**src/rtl/pipe_ctl_pkg.sv**
```systemverilog
// Shared state encoding for the pipeline run controller.
package pipe_ctl_pkg;

  localparam int STATE_W = 2;

  typedef enum logic [STATE_W-1:0] {
    ST_HALT  = 2'd0,
    ST_RUN   = 2'd1,
    ST_STEP  = 2'd2,
    ST_BURST = 2'd3
  } run_state_e;

endpackage

```
**src/rtl/pipe_run_ctl_btn_debounce.sv**
```systemverilog
// Button conditioner: 2-flop synchronizer, hold-time debounce counter and
// rising-edge press detector on the accepted (stable) level.
module btn_debounce #(
  parameter int DEBOUNCE_CYCLES = 16
) (
  input  logic i_clk,
  input  logic i_rst,
  input  logic i_btn,
  output logic o_press
);

  localparam int CW = (DEBOUNCE_CYCLES > 2) ? $clog2(DEBOUNCE_CYCLES) : 1;
  localparam logic [CW-1:0] CNT_LAST = CW'(DEBOUNCE_CYCLES - 1);

  logic          sync1_reg;
  logic          sync2_reg;
  logic          stable_reg;
  logic          stable_d_reg;
  logic [CW-1:0] cnt_reg;

  always_ff @(posedge i_clk or negedge i_rst) begin
    if (!i_rst) begin
      sync1_reg    <= 1'b0;
      sync2_reg    <= 1'b0;
      stable_reg   <= 1'b0;
      stable_d_reg <= 1'b0;
      cnt_reg      <= '0;
    end else begin
      sync1_reg    <= i_btn;
      sync2_reg    <= sync1_reg;
      stable_d_reg <= stable_reg;
      // Any return to the stable level restarts the hold window.
      if (sync2_reg != stable_reg) begin
        if (cnt_reg == CNT_LAST) begin
          stable_reg <= sync2_reg;
          cnt_reg    <= '0;
        end else begin
          cnt_reg <= cnt_reg + CW'(1);
        end
      end else begin
        cnt_reg <= '0;
      end
    end
  end

  assign o_press = stable_reg & ~stable_d_reg;

endmodule

```
**src/rtl/pipe_run_ctl.sv**
```systemverilog
// Run/step/burst sequencer driving the datapath clock enable.
// Burst support is compiled in only when PIPE_RUN_CTL_BURST_EN is defined.
module pipe_run_ctl
  import pipe_ctl_pkg::*;
#(
  parameter int DEBOUNCE_CYCLES = 16,
  parameter int CNT_W           = 32,
  parameter int BURST_W         = 16
) (
  input  logic               i_clk,
  input  logic               i_rst,
  input  logic               i_btn_run,
  input  logic               i_btn_step,
  input  logic               i_btn_burst,
  input  logic [BURST_W-1:0] i_burst_len,
  input  logic               i_halt_req,
  output logic               o_clk_en,
  output logic [STATE_W-1:0] o_state,
  output logic [CNT_W-1:0]   o_cycle_cnt,
  output logic               o_halt_ack
);

  run_state_e       state_reg, state_next;
  logic             run_press, step_press;
  logic             halt_prev_reg, halt_evt;
  logic             halt_ack_reg, halt_ack_next;
  logic [CNT_W-1:0] cycle_cnt_reg;

  btn_debounce #(.DEBOUNCE_CYCLES(DEBOUNCE_CYCLES)) u_run_db (
    .i_clk(i_clk), .i_rst(i_rst), .i_btn(i_btn_run), .o_press(run_press)
  );
  btn_debounce #(.DEBOUNCE_CYCLES(DEBOUNCE_CYCLES)) u_step_db (
    .i_clk(i_clk), .i_rst(i_rst), .i_btn(i_btn_step), .o_press(step_press)
  );

`ifdef PIPE_RUN_CTL_BURST_EN
  logic               burst_press;
  logic [BURST_W-1:0] remaining_reg, remaining_next;

  btn_debounce #(.DEBOUNCE_CYCLES(DEBOUNCE_CYCLES)) u_burst_db (
    .i_clk(i_clk), .i_rst(i_rst), .i_btn(i_btn_burst), .o_press(burst_press)
  );

  always_ff @(posedge i_clk or negedge i_rst) begin
    if (!i_rst) remaining_reg <= '0;
    else        remaining_reg <= remaining_next;
  end
`else
  logic unused_burst;
  assign unused_burst = ^{i_btn_burst, i_burst_len};
`endif

  assign halt_evt = i_halt_req & ~halt_prev_reg;

  always_comb begin
    state_next    = state_reg;
    halt_ack_next = 1'b0;
`ifdef PIPE_RUN_CTL_BURST_EN
    remaining_next = remaining_reg;
`endif
    case (state_reg)
      ST_HALT: begin
        if (run_press)       state_next = ST_RUN;
        else if (step_press) state_next = ST_STEP;
`ifdef PIPE_RUN_CTL_BURST_EN
        else if (burst_press && (i_burst_len != '0)) begin
          state_next     = ST_BURST;
          remaining_next = i_burst_len;
        end
`endif
      end
      ST_RUN: begin
        if (halt_evt) begin
          state_next    = ST_HALT;
          halt_ack_next = 1'b1;
        end else if (run_press) begin
          state_next = ST_HALT;
        end
      end
      ST_STEP: state_next = ST_HALT;
`ifdef PIPE_RUN_CTL_BURST_EN
      ST_BURST: begin
        if (halt_evt) begin
          state_next    = ST_HALT;
          halt_ack_next = 1'b1;
        end else if (run_press) begin
          state_next = ST_HALT;
        end else if (remaining_reg == BURST_W'(1)) begin
          state_next = ST_HALT;
        end else begin
          remaining_next = remaining_reg - BURST_W'(1);
        end
      end
`endif
      default: state_next = ST_HALT;
    endcase
  end

  always_ff @(posedge i_clk or negedge i_rst) begin
    if (!i_rst) begin
      state_reg     <= ST_HALT;
      halt_prev_reg <= 1'b0;
      halt_ack_reg  <= 1'b0;
      cycle_cnt_reg <= '0;
    end else begin
      state_reg     <= state_next;
      halt_prev_reg <= i_halt_req;
      halt_ack_reg  <= halt_ack_next;
      if (o_clk_en) cycle_cnt_reg <= cycle_cnt_reg + CNT_W'(1);
    end
  end

  assign o_clk_en    = (state_reg != ST_HALT);
  assign o_state     = state_reg;
  assign o_cycle_cnt = cycle_cnt_reg;
  assign o_halt_ack  = halt_ack_reg;

endmodule

```
**config.mk**
```make
export PLATFORM = sky130hd
export DESIGN_NAME = pipe_run_ctl
export DESIGN_NICKNAME = d
export VERILOG_FILES = /design/src/rtl/pipe_ctl_pkg.sv /design/src/rtl/pipe_run_ctl_btn_debounce.sv /design/src/rtl/pipe_run_ctl.sv
export SDC_FILE = /design/constraint.sdc
export NUM_CORES = 1
export LEC_CHECK = 0
export ABC_AREA = 0
export CORE_MARGIN = 2
export CORE_UTILIZATION = 25
export DETAILED_ROUTE_END_ITERATION = 10
export SLEW_MARGIN = 20
export SYNTH_ARGS = -nofsm -noshare
export SYNTH_HDL_FRONTEND = slang
export SYNTH_SLANG_ARGS = --single-unit
```
**constraint.sdc**
```tcl
create_clock -name i_clk -period 2.7 [get_ports i_clk]
set_clock_uncertainty 0.2 [all_clocks]
set_input_delay 0.405 -clock i_clk [delete_from_list [all_inputs] [get_ports i_clk]]
set_output_delay 0.405 -clock i_clk [all_outputs]
set_load 0.05 [all_outputs]
```
# Word level (Yosys, flattened, before mapping)
# Index checks and enable logic that the tools add are counted.
# word_totals
ff_bits	52
latchBits	0
ram_bits	0
mem_bits_ro	0
input_bits	22
output_inout_bits	36
wordCells	46
memories	0
# classes
add_sub_neg	3
n_mul	0
div	0
magnitude_cmp	0
n_eq_ne	7
shifts	0
mux	11
n_bitwise	6
n_reduce_logical	5
# op_table
operator	n
$add A32 B1 Y32 const B	1
$mux W4	4
$add A4 B1 Y4 const B	2
$eq A4 B4 Y1 const B	2
$mux W2	4
$ne A3 B3 Y1 const B	2
$reduce_and A2 Y1	3
$pmux W2 S2	1
$and A1 B1 Y1	3
$not A1 Y1	3
$eq A2 B1 Y1 const B	1
$logic_not A2 Y1	1
$mux W1	2
$ne A1 B1 Y1	2
$reduce_bool A2 Y1	1

# Logic depth before layout (Yosys ltp)
# Gate-level depths: netlist (run 1).
# logic_depth
depth_word	5
depth_mapped	5
depth_no_buf	5

# By module
# Synthesis (run 1) repeated with hierarchy kept, for this count alone.
# hier_totals
cells_unflattened	177
area_unflattened_um2	2259.7
# by_module_without_submodules
module	instances	cells_per_inst	area_per_inst_um2	seq_area_each_um2
pipe_run_ctl	1	137	1656.6	900.9
btn_debounce	2	20	301.5	200.2

# Worst setup path after synthesis (run 1)
# Ideal clock, no wire load.
# synth_timing
path_kind	flip-flop to flip-flop
start	register state_reg[1] (netlist: o_state[1])
end	register cycle_cnt_reg[1] (netlist: o_cycle_cnt[1])
setup_ps	125
arrival_time_ps	1826
required_time_ps	2375
setup_slack_ps	549
stages_incl_launch_ff	4
n_path_buf	1
synth_period_minus_slack_ps	2151
path_cell_list	dfrtp_1 -> or2_2 -> clkbuf_1 -> mux2_2
# synth_between
elab_chain_cells	1
# synth_lines
element	line_no	rtl
from (decl)	pipe_run_ctl.sv:23	run_state_e state_reg, state_next;
from (signal assigned)	pipe_run_ctl.sv:106	state_reg <= state_next;
$reduce_bool A2 Y1	pipe_run_ctl.sv:113	assign o_clk_en = (state_reg != ST_HALT);
named net o_clk_en	pipe_run_ctl.sv:17	output logic o_clk_en,
to (signal assigned)	pipe_run_ctl.sv:109	if (o_clk_en) cycle_cnt_reg <= cycle_cnt_reg + CNT_W'(1);
to (decl)	pipe_run_ctl.sv:27	logic [CNT_W-1:0] cycle_cnt_reg;
# The timed path passes the listed nets, and every way through them passes these cells.
# A chain may end at the register's enable or synchronous reset.

# Worst setup path in the final report (run 1)
# layout_timing
start	register state_reg[1] (netlist: o_state[1])
end	output o_clk_en
# layout_between
elab_chain_cells	1
# layout_lines
element	line_no
$reduce_bool A2 Y1	pipe_run_ctl.sv:113
to (decl)	pipe_run_ctl.sv:17
# No other way between the ends.

==> results of run 1 <==
-- power groups by stage --
| stage | clock network [W] | registers, W | logic (W) |
|---|---|---|---|
| 2_1_floorplan | 0 | 0.000821 | 0.0000171 |
| 3_3_place_gp | 0 | 0.000817 | 0.0000524 |
| 3_5_place_dp | 0 | 0.000818 | 0.0000528 |
| 4_1_cts | 0.000474 | 0.000802 | 0.0000545 |
| 5_1_grt | 0.000507 | 0.000804 | 0.0000595 |
| 6_report | 0.000453 | 0.000802 | 0.0000524 |
-- metrics by stage --
step                      cell area (um^2)  util (%)
after global placement                2730      31.6
after global routing                  2830      32.8
after floorplan                       2210         -
after CTS                             2830      32.8
final                                 2830      32.8
after detailed placement              2730      31.6
-- critical path, cell delays in order (launching register included) --
cell	delay, ns
dfrtp_1	0.44
or2_2	0.39
clkdlybuf4s50_1	0.73
-- area by class of cell --
class / count / area (um^2)
Inverter: 5 / 18.8
Tap cell: 108 / 135
Clock buffer: 8 / 90.1
Multi-Input combinational cell: 116 / 860
Sequential cell: 52 / 1300
Fill cell: 856 / 5800
Timing Repair Buffer: 44 / 428
-- worst max path at each step --
stage | from | endpoint | slack (ns) | cells after the start
global placement | o_state[1] | o_clk_en | 0.57 | 2
finish | o_state[1] | o_clk_en | 0.25 | 2
floorplan | o_state[1] | o_cycle_cnt[1] | 0.55 | 3
CTS | o_state[1] | o_clk_en | 0.21 | 2
detailed placement | o_state[1] | o_clk_en | 0.56 | 2
global route | o_state[1] | o_clk_en | 0.17 | 2
-- kinds of logic (layout without fill, tap and decap cells) --
| logic type | count (synthesis) | count (layout) | synth area share [%] |
|---|---|---|---|
| compound gates | 9 | 9 | 2.33 |
| xor+xnor | 35 | 35 | 13.9 |
| fa+ha+maj | 3 | 3 | 1.70 |
| buf+inv | 8 | 57 | 2.04 |
| flops | 52 | 52 | 59.0 |
| mux | 4 | 4 | 2.04 |
| simple gates | 65 | 65 | 19.0 |
-- what timing repair did --
item / CTS / global route
buffers inserted: 0 / 0
endpoints found under the hold margin: 52 / 0
hold buffers: 1 / 0
-- metal layers --
layer  global-route usage [%]  up-vias  part of all wire (%)
li1                         -      714                     -
met1                     12.9      744                    47
met2                     16.3       29                    48
met3                     2.93        2                   4.2
met4                     2.24        0                  0.49
met5                        0        -                     0
-- cell usage in the layout, fill, tap and decap left out, types with 2 or more instances in the layout --
master           Yosys  layout
inv_1                5       5
clkbuf_1             1       2
clkbuf_8             0       6
xnor2_1             28      28
and3_1               4       4
clkdlybuf4s50_1      0      39
nor3b_1              2       2
a21oi_1              4       4
o21ai_0              3       3
nor2b_1              3       3
nand3_1              9       9
dfrtp_1             52      52
and4_1               3       3
and4_2               3       3
xor2_1               7       7
nor2_2               2       2
nand2_1              9       9
buf_4                0       3
mux2_2               4       4
nor3_1               3       3
nor2_1               4       4
and3_2               2       2
nand4_1             12      12
nor4b_1              2       2
nand4b_1             4       4
ha_1                 3       3
==> impl_metrics.csv, run 1 <==
group,metric,value,unit
power_and_ir_drop,p_int,0.00102,W
worst_setup_path,cp_data_required_time,2.10,ns
clock_tree,cts_tree,"done",
power_and_ir_drop,total_power,0.00131,W
logic_synthesis,ys_top_cells_by_count,"dfrtp_1, xnor2_1, nand4_1, nand2_1, nand3_1",
timing,maxSlewViolCount,0,
logic_synthesis,syn_area_per_cell,12.5,um^2
logic_synthesis,synth_cell_types,29,
floorplan,std_cell_rows,34,
placed_design,portBuffers,40,
power_and_ir_drop,swShare,21.9,%
grt,grt_usage,9.90,%
floorplan,die_h,97.9,um
logic_synthesis,ys_top_cells_by_area,"dfrtp_1, xnor2_1, nand4_1",
drt,drc,0,
power_and_ir_drop,combPwrFrac,4.0,%
timing,slew-limit-headroom,65.3,%
worst_hold_path,min_from,"u_step_db.sync1_reg",
worst_setup_path,critPathArrivalTime,1.85,ns
power_and_ir_drop,p_leak,1.22,nW
floorplan,coreArea,8640,um^2
power_and_ir_drop,ir_worst_vdd,0.000195,V
worst_setup_path,rrSetupSlack,0.80,ns
logic_synthesis,async_reset_ff_share,100,%
logic_synthesis,synthCells,176,
power_and_ir_drop,pwr-share-seq,61.4,%
logic_synthesis,synth-main-ff-cell,"dfrtp_1",
worst_setup_path,crit_path_start_kind,"register",
grt,grt_pass1_vias,1611,
grt,antenna_found_initial,0,
final_layout,drive_gt1_share,10.7,%
timing,tightest_slew,0.516,ns
clock_tree,htreeDepth,2,
logic_synthesis,ys_warn_count,0,
clock_tree,cts_buffer_depth,2,
floorplan,start_util,25.5,%
worst_hold_path,holdPathStages,0,
timing,worst_slack,0.247,ns
drt,avgViaCountPerCell,4.47,
timing,finalSetupTns,0,ns
logic_synthesis,yosysTopAreaCellShare,59.0,%
final_layout,area_growth,28.4,%
timing,period_share,90.8,%
power_and_ir_drop,p_switching,0.000286,W
drt,vias,1489,
timing,fmax,0.408,GHz
logic_synthesis,ys_seq_area_share,59.0,%
clock_tree,ctsResizeCount,0,
final_layout,num-nets-final,249,
logic_synthesis,yosysMostFrequentCell,"dfrtp_1",
clock_tree,clkLatencyLatePin,0.30,ns
worst_setup_path,timing.rr.start,"o_cycle_cnt[5]",
grt,overflow,0,
worst_hold_path,min_path_type,"register to register",
timing,rsz0062_at_grt,"false",
timing,hold_viol_final,0,
logic_synthesis,synth_top_cell_by_area,"dfrtp_1",
timing,min_period,2.45,ns
clock_tree,clk_pin_slew,0.09,ns
clock_tree,clock-root-buffer,"clkbuf_8",
worst_setup_path,rr_endpoint,"o_cycle_cnt[11]",
logic_synthesis,netlist_area,2210,um^2
worst_hold_path,worstHoldEndpoint,"u_step_db.sync2_reg",
floorplan,die_x,97.9,um
drt,wl,4330,um
drt,firstDrtPassIters,4,
final_layout,antenna_cells,0,
worst_setup_path,crit_type,"register to output pin",
timing,hold_ws,0.155,ns
power_and_ir_drop,clkPwrFrac,34.6,%
grt,grt_max_degree,29,
placed_design,dp.cells,324,
run_status,outcome,"finished clean",
clock_tree,cts_made_buffers,5,
worst_setup_path,cp_max_fo,6,
grt,grt_pass1_wl,7780,um
placed_design,dpl.hpwl,3040,um
drt,routedWlPerCell,13.0,um
final_layout,stdcell_count,333,
logic_synthesis,ys_ff_latch,52,
drt,drt-initial-drc-count,49,
run,drv_cap,0,
worst_setup_path,r2r_cells,4,
clock_tree,clock-sinks,52,
logic_synthesis,synth_nets,201,
placed_design,gp_congestion,0.709,
worst_setup_path,crit_path_end_kind,"output pin",
power_and_ir_drop,pwr_density_cell,461,nW/um^2
drt,antenna_left,0,
placed_design,pre_cts_ws,0.560,ns
timing,finalSetupViolations,0,
floorplan,ioPinCount,58,
floorplan,die_area,9590,um^2
logic_synthesis,synth_edf_count,0,
final_layout,largest_reg_flops,32,
Note: power is estimated with default switching activity, not from simulation.
==> run 2, diff against run 1 <==
==> constraint.sdc (replaced) <==
create_clock -name i_clk -period 3.05 [get_ports i_clk]
set_clock_uncertainty 0.2 [all_clocks]
set_input_delay 0.4575 -clock i_clk [delete_from_list [all_inputs] [get_ports i_clk]]
set_output_delay 0.4575 -clock i_clk [all_outputs]
set_load 0.05 [all_outputs]
==> run 2 against run 1 <==
Compared with the run above: sequential share of layout area grew 0.33 points; global-route usage decreased by 0.30 points; hold slack about the same; critical path depth did not move; first-iteration DRC count is 71% higher; core utilization fell by 0.23 points; critical path type unchanged; critical endpoint unchanged; largest cell class unchanged.
==> impl_metrics.csv, run 2 (synthesis results as in run 1) <==
group,metric,value,unit
drt,routedWlPerCell,13.2,um
timing,tightest_slew,0.825,ns
worst_setup_path,critPathSlowestCell,"clkdlybuf4s50_1",
clock_tree,htreeDepth,2,
worst_setup_path,crit_chain,"or2_2 > clkdlybuf4s50_1",
timing,maxSlewViolCount,0,
floorplan,die_area,9590,um^2
worst_setup_path,crit_type,"register to output pin",
final_layout,area_growth,27.5,%
drt,vias,1466,
worst_setup_path,cp_data_required_time,2.39,ns
grt,grt_usage,9.60,%
worst_setup_path,startpoint,"o_state[1]",
worst_hold_path,min_from,"u_run_db.sync1_reg",
timing,slew-limit-headroom,44.6,%
grt,overflow,0,
drt,wl,4350,um
floorplan,die_h,97.9,um
floorplan,ioPinCount,58,
clock_tree,cts_tree,"done",
worst_setup_path,timing.rr.start,"o_cycle_cnt[9]",
worst_setup_path,slowest_delay,0.72,ns
floorplan,start_util,25.5,%
worst_setup_path,critPathArrivalTime,1.84,ns
timing,fmax,0.400,GHz
timing,period_share,82.0,%
timing,finalSetupTns,0,ns
placed_design,portBuffers,40,
clock_tree,cts_buffer_depth,2,
placed_design,dpl.hpwl,3090,um
clock_tree,clock-root-buffer,"clkbuf_8",
power_and_ir_drop,pwr_density_cell,401,nW/um^2
clock_tree,clk_pin_slew,0.09,ns
floorplan,coreArea,8640,um^2
drt,drc,0,
grt,grt_pass1_vias,1480,
final_layout,largest_reg_flops,32,
timing,finalSetupViolations,0,
clock_tree,cts_setup_buffers,0,
floorplan,std_cell_rows,34,
final_layout,drive_gt1_share,10.3,%
drt,antenna_left,0,
drt,drt-initial-drc-count,84,
grt,grt_max_degree,27,
clock_tree,cts_made_buffers,5,
drt,avgViaCountPerCell,4.43,
floorplan,die_x,97.9,um
worst_setup_path,cp_max_fo,6,
worst_hold_path,min_path_type,"register to register",
run,drv_cap,0,
final_layout,design_area,2810,um^2
final_layout,antenna_cells,0,
worst_setup_path,path_buf_inv,1,
power_and_ir_drop,p_leak,1.21,nW
timing,hold_viol_final,0,
timing,min_period,2.50,ns
worst_setup_path,crit_path_end_kind,"output pin",
clock_tree,ctsResizeCount,0,
final_layout,final_common_cell,"dfrtp_1",
final_layout,mostFrequentLayoutCells,"dfrtp_1, clkdlybuf4s50_1, xnor2_1",
worst_setup_path,crit_family,"buffers and inverters",
grt,antenna_found_initial,0,
run_status,outcome,"finished clean",
clock_tree,clkLatencyLatePin,0.29,ns
placed_design,postPlaceCellArea,2730,um^2
power_and_ir_drop,ir_worst_vdd,0.000132,V
drt,firstDrtPassIters,4,
timing,rsz0062_at_grt,"false",
placed_design,gp_congestion,0.715,
final_layout,num-nets-final,248,
clock_tree,clock-sinks,52,
worst_setup_path,crit_path_start_kind,"register",
final_layout,fillers,874,
grt,grt_pass1_wl,7530,um
-- run 2: cell count changes in the layout (fill, tap and decap cells not counted), sizes merged --
cell    delta
clkbuf     -2
buf        -1
clkinv     +1
-- run 2: report_power, final --
group	switching, W	leakage [nW]	internal (W)
Sequential	0.0000104	0.710	0.000700
Combinational	0.0000280	0.461	0.0000183
Clock	0.000214	0.0410	0.000157
Total	0.000252	1.21	0.000875
-- run 2: final cells by class --
cell class / instances / area, um^2 / share of cell area, %
sequential: 52 / 1300 / 46.3
multi-input combinational: 116 / 860 / 30.6
timing repair buffer: 43 / 420 / 14.9
clock inverter: 1 / 5.00 / 0.178
inverter: 5 / 18.8 / 0.667
clock buffer: 6 / 72.6 / 2.58
tap: 108 / 135 / 4.80
-- run 2: stage by stage --
stage	std cells	util, %	setup slack, ns	hold WS (ns)	power (W)
after global placement	323	31.6	0.870	0.0617	0.000770
final	331	32.6	0.549	0.154	0.00113
after floorplan	176	-	0.899	-0.0381	0.000742
after global routing	331	32.6	0.454	0.165	0.00119
after detailed placement	323	31.6	0.880	0.0627	0.000771
after CTS	331	32.6	0.537	0.158	0.00114
-- run 2: worst paths after layout --
check                      slack, ns              endpoint  cells past startpoint
setup / recovery                0.55              o_clk_en                      2
hold / removal                  0.15    u_run_db.sync2_reg                      0
setup reg to reg                0.92       o_cycle_cnt[26]                      4
hold reg to reg                 0.15    u_run_db.sync2_reg                      0
max in group asynchronous       1.84  u_step_db.cnt_reg[0]                      3
min in group asynchronous       0.29       o_cycle_cnt[31]                      2
-- run 2: layer usage --
metal	track usage (%)	vias up	part of all wire, %
li1	-	709	-
met1	13.2	724	49
met2	14.8	29	46
met3	3.22	4	4.9
met4	2.24	0	0.48
met5	0	-	0
-- run 2: timing repair --
action	4_1_cts	5_1_grt
hold buffers	1	0
endpoints found under the hold margin	2	0
endpoints found under the setup margin	0	0
==> patch (flow settings as in run 2) <==
Build with the macro `PIPE_RUN_CTL_BURST_EN` defined.
--- a/src/rtl/pipe_run_ctl.sv
+++ b/src/rtl/pipe_run_ctl.sv
@@ -1,5 +1,7 @@
 // Run/step/burst sequencer driving the datapath clock enable.
 // Burst support is compiled in only when PIPE_RUN_CTL_BURST_EN is defined.
+`define PIPE_RUN_CTL_BURST_EN
+
 module pipe_run_ctl
   import pipe_ctl_pkg::*;
 #(
Check against the original RTL: no difference found for any inputs over 10 cycles, from zero or initial values and one cycle with i_rst low; that may be too few to reach the edited logic, so the function may still have changed.
==> patch against run 2 <==
- the run now ends with hold timing left
- routed wire length up 97%
- critical path type unchanged
- maximum frequency is 6.7% lower
- setup slack worse by 180 ps
- synthesized area grew 63%
- sequential share of layout area fell by 5.8 points
- sequential cell count up 24
- via count rose by 98%
- power increased by 110%
- count of clock-buffer cells in the layout up 4
- design area is 67% higher
- highest routed layer unchanged
==> patch: results (changes against run 2) <==
[run_status]
outcome = finished, violations left  ; was completed
violations = hold timing

[critical_path]
reg2reg_to = remaining_reg[0]  ; was o_cycle_cnt[26]
r2r_cells = 7  ; was 4
reg2reg_from = o_state[1]  ; was o_cycle_cnt[9]
path_max_fanout = 8  ; was 6
critPathArrivalTime_ps = 2020  ; was 1840 ps
regToRegSetupSlack_ps = 670  ; was 920 ps

[placement]
dp_cells = 587  ; was 323
place_area_sq_mm = 0.004408  ; was 0.002725 sq mm
place_congestion = 0.8850  ; was 0.7151
dp.final_hpwl_um = 6181  ; was 3094 um
place_ws_ps = 227.3  ; was 879.8 ps
numPortBuffers = 57  ; was 40

[logic_synthesis]
synthMuxAreaShare_pct = 0.9375  ; was 2.042%
synth_cell_types = 45  ; was 29
netlist_top_cells_area = dfrtp_1, xnor2_1, nor2_1  ; was dfrtp_1, xnor2_1, nand4_1
synthTopCellsByCount = dfrtp_1, nor2_1, xnor2_1  ; was dfrtp_1, xnor2_1, nand4_1
yosysSeqAreaShare_pct = 52.78  ; was 58.99%
synth_compound_area_share_pct = 10.80  ; was 2.326%
synth_adder_area_share_pct = 2.083  ; was 1.702%
synth.avg_cell_area_sq_um = 10.15  ; was 12.53 sq um
synth_nets = 383  ; was 201

[detailed_routing]
finalWirelength_um = 8599  ; was 4354 um
viasPerCell = 4.816  ; was 4.429
wl_per_cell_um = 14.26  ; was 13.15 um
drt_iter0_markers = 180  ; was 84

[global_routing]
grt_usage_pct = 12.01  ; was 9.600%
use_met1_pct = 15.76  ; was 13.15%
grt_pass1_vias = 2897  ; was 1480
grt_pass1_wl_um = 14270  ; was 7534 um
grt_max_degree = 77  ; was 27
use_met3_pct = 3.663  ; was 3.221%
use_met2_pct = 18.55  ; was 14.75%
antenna_found_initial = 0  ; unchanged

[clock_network]
root_buffer = clkbuf_16  ; was clkbuf_8
clk_pin_slew_worst_paths_ps = 60  ; was 90 ps
clkLatencyLatePin_ps = 330  ; was 290 ps
numCtsBuffers = 9  ; was 5
cts_htree_levels = 3  ; was 2

[timing]
holdWs_ps = -69.16  ; was 154.4 ps
finalHoldViolCount = 50  ; was 0
worstMarginPinSlew_ps = 723.3  ; was 825.0 ps
fin_crit_sh_pct = 87.92  ; was 81.99%

[layout]
fin_nets = 446  ; was 248
nFillCells = 1421  ; was 874
antenna_cells = 0  ; unchanged

[worst_hold_path]
min_path_type = in2async  ; was reg2reg

[power]
irDropWorstVdd_v = 0.0002209  ; was 0.0001322 V
leakage_nw = 2.012  ; was 1.212 nW

[patch: area by class of cell]
class	count	area, sq um	area share [%]
tap	180	225.2	4.786
clock buffer	10	229.0	4.866
timing repair buffer	65	631.9	13.43
sequential	76	1902	40.41
multi-input combinational	251	1597	33.93
inverter	15	56.30	1.196
clock inverter	6	65.06	1.383
[patch: how the worst min path moves through the flow]
stage                        start                    end  slack (ps)  cells past startpoint
2_1_floorplan                i_rst          halt_prev_reg         -40                      0
3_3_place_gp    u_run_db.sync1_reg     u_run_db.sync2_reg         130                      0
3_5_place_dp   u_step_db.sync1_reg    u_step_db.sync2_reg         140                      0
4_1_cts                      i_rst      remaining_reg[12]         130                      1
5_1_grt                      i_rst  u_burst_db.cnt_reg[3]          20                      1
6_report                     i_rst  u_burst_db.cnt_reg[3]         -70                      1
[patch: kinds of logic after synthesis]
group                      count (synthesis)
and+or+nand+nor                          145
DFF                                       76
AOI/OAI and AO/OA                         60
xor gates and xnor gates                  37
buffers and inverters                     28
adders and majority gates                  6
muxes                                      3
[patch: layer usage]
metal	up-vias	share of wire (%)
met4	0	1.0
met2	69	47
met5	-	0
met3	7	5.6
met1	1432	46
li1	1396	-
[patch: metrics by stage]
step	hold slack [ps]	power [W]
floorplan	-38.09	0.001205
global placement	134.6	0.001316
detailed placement	141.8	0.001319
CTS	128.4	0.002389
global route	21.89	0.002464
finish	-69.16	0.002350
[patch: power breakdown]
group	leakage (nW)	switching [W]	internal [W]	total, W
combinational	0.839	0.000136	0.0000882	0.000225
sequential	1.03	0.0000330	0.00104	0.00107
clock	0.142	0.000419	0.000634	0.00105
[patch: worst max-delay path, cell delays in order (launching register included)]
cell and delay, ps:
dfrtp_1 460, nor2_1 180, clkinv_1 270, clkdlybuf4s50_1 790
